[src/rtl/branch_resolver_pkg.sv]
// Shared types and constants for the xm23 branch resolution logic.
// Latency: n/a (types only).
// Backpressure: n/a.
//   cond_e     : 3-bit branch condition encoding
//   br_state_e : resolver FSM states
//   PSW_*      : bit positions in the 16-bit PSW register
//   FLG_*      : bit positions in the 4-bit live flag vector {V,N,Z,C}
package xm23_branch_pkg;

  typedef enum logic [2:0] {
    COND_EQ = 3'd0,
    COND_NE = 3'd1,
    COND_CS = 3'd2,
    COND_CC = 3'd3,
    COND_MI = 3'd4,
    COND_GE = 3'd5,
    COND_LT = 3'd6,
    COND_AL = 3'd7
  } cond_e;

  typedef enum logic {
    IDLE   = 1'b0,
    SQUASH = 1'b1
  } br_state_e;

  // PSW register layout (bit 3 is not a flag in the PSW).
  localparam int PSW_C = 0;
  localparam int PSW_Z = 1;
  localparam int PSW_N = 2;
  localparam int PSW_V = 4;

  // The flag bus is packed densely, so V sits at bit 3 here, not bit 4.
  localparam int FLG_C = 0;
  localparam int FLG_Z = 1;
  localparam int FLG_N = 2;
  localparam int FLG_V = 3;

endpackage

[src/rtl/branch_cond_eval.sv]
// Branch condition evaluator: (cond, flags) -> taken.
// Latency: purely combinational.
// Backpressure: none.
//   cond  in  3  condition field, cond_e encoding
//   flags in  4  live flags {V,N,Z,C}
//   taken out 1  condition holds
module branch_cond_eval
  import xm23_branch_pkg::*;
(
  input  logic [2:0] cond,
  input  logic [3:0] flags,
  output logic       taken
);

  logic f_c, f_z, f_n, f_v;

  assign f_c = flags[FLG_C];
  assign f_z = flags[FLG_Z];
  assign f_n = flags[FLG_N];
  assign f_v = flags[FLG_V];

  always_comb begin
    taken = 1'b0;
    case (cond_e'(cond))
      COND_EQ: taken = f_z;
      COND_NE: taken = !f_z;
      COND_CS: taken = f_c;
      COND_CC: taken = !f_c;
      COND_MI: taken = f_n;
      COND_GE: taken = (f_n == f_v);
      COND_LT: taken = (f_n != f_v);
      COND_AL: taken = 1'b1;
      default: taken = 1'b0;
    endcase
  end

endmodule

[src/rtl/branch_resolver.sv]
// Resolves always-taken predictions at execute; on mispredict redirects fetch, restores PSW, squashes.
// Latency: redirect/restore pulses and flush appear one cycle after detection; flush held FLUSH_CYCLES.
// Backpressure: none; while busy the ex_* inputs are wrong-path and ignored.
//   Ports: clk, rst (async, active high), ex_valid/ex_is_branch/ex_cond, psw_flags {V,N,Z,C},
//          lbpc/lbpsw (rollback state), redirect_valid/redirect_pc, psw_restore_valid/psw_restore,
//          flush, busy, br_count/mp_count.
//   Optional statistics counters enabled by defining BR_STATS_EN; otherwise counts read 0.
module branch_resolver
  import xm23_branch_pkg::*;
#(
  parameter int FLUSH_CYCLES = 2,
  parameter int STAT_W       = 16
) (
  input  logic              clk,
  input  logic              rst,
  input  logic              ex_valid,
  input  logic              ex_is_branch,
  input  logic [2:0]        ex_cond,
  input  logic [3:0]        psw_flags,
  input  logic [15:0]       lbpc,
  input  logic [15:0]       lbpsw,
  output logic              redirect_valid,
  output logic [15:0]       redirect_pc,
  output logic              psw_restore_valid,
  output logic [15:0]       psw_restore,
  output logic              flush,
  output logic              busy,
  output logic [STAT_W-1:0] br_count,
  output logic [STAT_W-1:0] mp_count
);

  localparam int CNT_W = (FLUSH_CYCLES > 1) ? $clog2(FLUSH_CYCLES) : 1;

  br_state_e        state, state_nxt;
  logic [CNT_W-1:0] cnt, cnt_nxt;
  logic             taken;
  logic             mispredict;
  logic             pulse_q;
  logic [15:0]      pc_q;
  logic [15:0]      psw_q;

  branch_cond_eval u_cond (
    .cond  (ex_cond),
    .flags (psw_flags),
    .taken (taken)
  );

  // Fetch always predicts taken, so any not-taken branch is a mispredict.
  // Only looked at in IDLE: during SQUASH the execute stage holds wrong-path work.
  assign mispredict = (state == IDLE) && ex_valid && ex_is_branch && !taken;

  // State register plus the captured rollback payload.
  always_ff @(posedge clk or posedge rst) begin
    if (rst) begin
      state   <= IDLE;
      cnt     <= '0;
      pulse_q <= 1'b0;
      pc_q    <= '0;
      psw_q   <= '0;
    end else begin
      state   <= state_nxt;
      cnt     <= cnt_nxt;
      pulse_q <= mispredict;
      // Capture at detection so later input changes cannot alter the pulse.
      if (mispredict) begin
        pc_q  <= lbpc;
        psw_q <= lbpsw;
      end
    end
  end

  // Next-state logic: cnt counts the remaining SQUASH cycles after the first.
  always_comb begin
    state_nxt = state;
    cnt_nxt   = cnt;
    case (state)
      IDLE: begin
        if (mispredict) begin
          state_nxt = SQUASH;
          cnt_nxt   = CNT_W'(FLUSH_CYCLES - 1);
        end
      end
      SQUASH: begin
        if (cnt == '0) state_nxt = IDLE;
        else           cnt_nxt   = cnt - 1'b1;
      end
      default: state_nxt = IDLE;
    endcase
  end

  // Outputs: all derived from flops, so they clear with reset in the same cycle.
  always_comb begin
    redirect_valid    = pulse_q;
    redirect_pc       = pc_q;
    psw_restore_valid = pulse_q;
    psw_restore       = psw_q;
    flush             = (state == SQUASH);
    busy              = (state == SQUASH);
  end

`ifdef BR_STATS_EN
  logic              resolve;
  logic [STAT_W-1:0] br_q, mp_q;

  assign resolve = (state == IDLE) && ex_valid && ex_is_branch;

  // Saturating counters: stop at all-ones rather than wrapping.
  always_ff @(posedge clk or posedge rst) begin
    if (rst) begin
      br_q <= '0;
      mp_q <= '0;
    end else begin
      if (resolve && (br_q != '1))    br_q <= br_q + STAT_W'(1);
      if (mispredict && (mp_q != '1)) mp_q <= mp_q + STAT_W'(1);
    end
  end

  assign br_count = br_q;
  assign mp_count = mp_q;
`else
  assign br_count = {STAT_W{1'b0}};
  assign mp_count = {STAT_W{1'b0}};
`endif

endmodule
[config.mk]
export PLATFORM = sky130hd
export DESIGN_NAME = branch_resolver
export DESIGN_NICKNAME = d
export VERILOG_FILES = /design/src/rtl/branch_resolver_pkg.sv /design/src/rtl/branch_cond_eval.sv /design/src/rtl/branch_resolver.sv
export SDC_FILE = /design/constraint.sdc
export NUM_CORES = 1
export LEC_CHECK = 0
export CAP_MARGIN = 20
export CORE_UTILIZATION = 36
export CTS_CLUSTER_SIZE = 28
export DETAILED_ROUTE_END_ITERATION = 10
export HOLD_SLACK_MARGIN = 0.15
export PLACE_DENSITY_LB_ADDON = 0.08
export SLEW_MARGIN = 20
export SYNTH_ARGS = -nofsm -noshare
export SYNTH_HDL_FRONTEND = slang
export SYNTH_SLANG_ARGS = --single-unit
[constraint.sdc]
create_clock -name clk -period 1.75 [get_ports clk]
set_input_delay 0.2625 -clock clk [delete_from_list [all_inputs] [get_ports clk]]
set_output_delay 0.2625 -clock clk [all_outputs]
set_load 0.02 [all_outputs]
==> results.yml <==
outcome:
  status: "completed"
worst_hold_path:
  min_path_type: "in -> async"
cells_and_area:
  multi_input_area_sq_um: 709
  area_delta_synth_final_pct: 55.4
  regArea_sq_um: 876
  fin_area_sq_um: 2720
  fill_cells: 415
  finalNetCount: 256
  mostFrequentLayoutCell: "clkdlybuf4s50_1"
  mostFrequentLayoutCells: "clkdlybuf4s50_1 (72), dfrtp_1 (35), conb_1 (32), mux2_4 (27), clkbuf_8 (7)"
  finalCoreUtilization_pct: 58.0
  drive_above_1_share_pct: 25.7
  diodes: 0
logic_synthesis:
  synth_area_leader_cell: "dfrtp_1"
  synthMuxAreaShare_pct: 27.5
  syn_area_sq_um: 1750
  synth_compound_area_share_pct: 2.29
  synth_cell_types: 18
  syn_avg_cell_area_sq_um: 14.2
  synth_top_area_share_pct: 50.0
  yosys_warnings: 0
  synth_top_family_by_area: "multiplexers"
  synthSimpleGateAreaFrac_pct: 2.79
  syn_inst: 123
  synth_xor_xnor_area_share_pct: 0
  synthAdderAreaFrac_pct: 0
  synth-seq-cells: 35
  synthTopCellsByArea: "dfrtp_1 (50%), mux2_4 (23%), buf_4 (15%)"
  synth-seq-area-share_pct: 50.0
run:
  maxCapViolCount: 0
floorplan:
  row_count: 25
  start_util_pct: 37.3
  die_area_sq_um: 5150
  core_sq_um: 4690
  die_w_um: 71.7
  ioPinCount: 111
  die_y_um: 71.7
clocking:
  clk_path_buf_depth: 2
  holdBufCountCts: 0
  clkTransAtPathRegs_ps: 70
  clock-sinks: 35
  htree_levels: 2
  cts_tree: "done"
  clk_latency_ps: 280
  clock-root-buffer: "clkbuf_8"
  cts_buffers: 5
sta:
  fin_crit_ps: 1700
  holdWs_ps: 380
  skew_ps: 3.32
  drv_slew: 0
  setup_viol: 0
  fin_crit_sh_pct: 97.0
  setup_ws_ps: 53.2
  max_freq_mhz: 589
  hold_violations: 0
global_route:
  antenna_found_initial: 0
  grt_pass1_vias: 1200
  grt_max_degree: 36
  track_usage_pct: 14.8
  grt_pass1_wl_um: 5800
  grt_overflow: 0
power_and_ir_drop:
  powerDensity_nw_per_um2: 1260
  p_leak_nw: 1.33
  p_total_w: 0.00342
  vdd_drop_max_v: 0.000398
routing:
  viasPerCell: 4.22
  top_layer_used: "met4"
  drt_first_pass_iters: 4
  drtAntennaViolNets: 0
  drcViolationCount: 0
  wl_met2_um: 1850
  met3_length_um: 221
  drt-met1-wl_um: 1430
  wl_per_cell_um: 13.4
  drt_wl_total_um: 3590
  route.vias.total: 1131
  drt-initial-drc-count: 45
place:
  post-place-ws_ps: -367
  gp_congestion: 0.652
  dpl_cell_area_sq_um: 2490
  dpl.hpwl_um: 2570
  port-buffer-count: 78
worst_setup_path:
  crit_path_end_kind: "flop"
  path_max_fanout: 7
  cp-start-kind: "input pin"
  required_ps: 1910
  critical_path_arrival_ps: 1860
  r2r_start: "busy"
  cp-startpoint: "ex_cond[2]"
  crit_type: "in -> reg"
-- synthesized netlist by cell type --
| library cell | number |
|---|---|
| nand3b_1 | 1 |
| dfrtp_1 | 35 |
| o211ai_4 | 1 |
| mux2_4 | 27 |
| conb_1 | 1 |
| a21oi_1 | 1 |
| nor2b_1 | 1 |
| nor2_1 | 2 |
| mux2_2 | 5 |
| or2b_1 | 1 |
| nand4b_1 | 1 |
| nand2_1 | 3 |
| mux2i_1 | 2 |
| o311ai_1 | 1 |
| o21ai_0 | 1 |
| buf_4 | 34 |
| inv_1 | 3 |
| buf_6 | 3 |
-- state kept, by name, indices dropped and copies added (netlist names) --
| register | cells |
|---|---|
| cnt | 1 |
| psw_restore | 16 |
| psw_restore_valid | 1 |
| busy | 1 |
| redirect_pc | 16 |
-- per-stage QoR --
stage | instances | setup TNS (ps)
global placement | 254 | -9830
CTS | 268 | -3.01
floorplan | 154 | 0
global route | 268 | -23.7
finish | 268 | 0
detailed placement | 254 | -11660
-- cell families after synthesis --
kind of cell / count (synthesis)
flip-flops: 35
other: 1
AND/OR/NAND/NOR: 9
buffers and inverters: 40
AO/OA/AOI/OAI: 4
multiplexers: 34
-- final timing paths --
check	to	slack, ps	cells past startpoint
min	redirect_pc[12]	380	3
min reg2reg	busy	490	2
max reg2reg	redirect_pc[13]	270	5
min in group clk	busy	490	2
max	psw_restore[14]	50	6
max in group asynchronous	psw_restore_valid	1060	3
-- cell type report --
type | count | area share [%]
repair buffers | 89 | 35.1
flip-flops and latches | 35 | 32.2
inverters | 3 | 0.414
well taps | 54 | 2.48
multi-input cells | 79 | 26.1
clock buffers | 8 | 3.68
-- metal layers --
layer  up-vias  track usage [%]
met2        55             24.8
met4         0             8.50
met1       548             18.0
li1        520                -
met3         8             2.67
met5         -                0
-- timing repair --
action                     CTS  global route
gates cloned                 2             0
gates resized for setup      6             9
buffers inserted             4             0
setup endpoints to repair   32            29
pin swaps                    2             3
-- power breakdown --
part           leakage (nW)  switching (W)  internal [W]
clock                0.0515       0.000271      0.000359
sequential            0.417       0.000147       0.00108
combinational         0.862       0.000664      0.000899
-- critical path, cell delays in order --
cell	delay, ps
clkdlybuf4s50_1	530
o311ai_2	150
o211ai_4	320
buf_12	150
buf_16	110
mux2_2	330
Power figures use the tool's default switching activity.
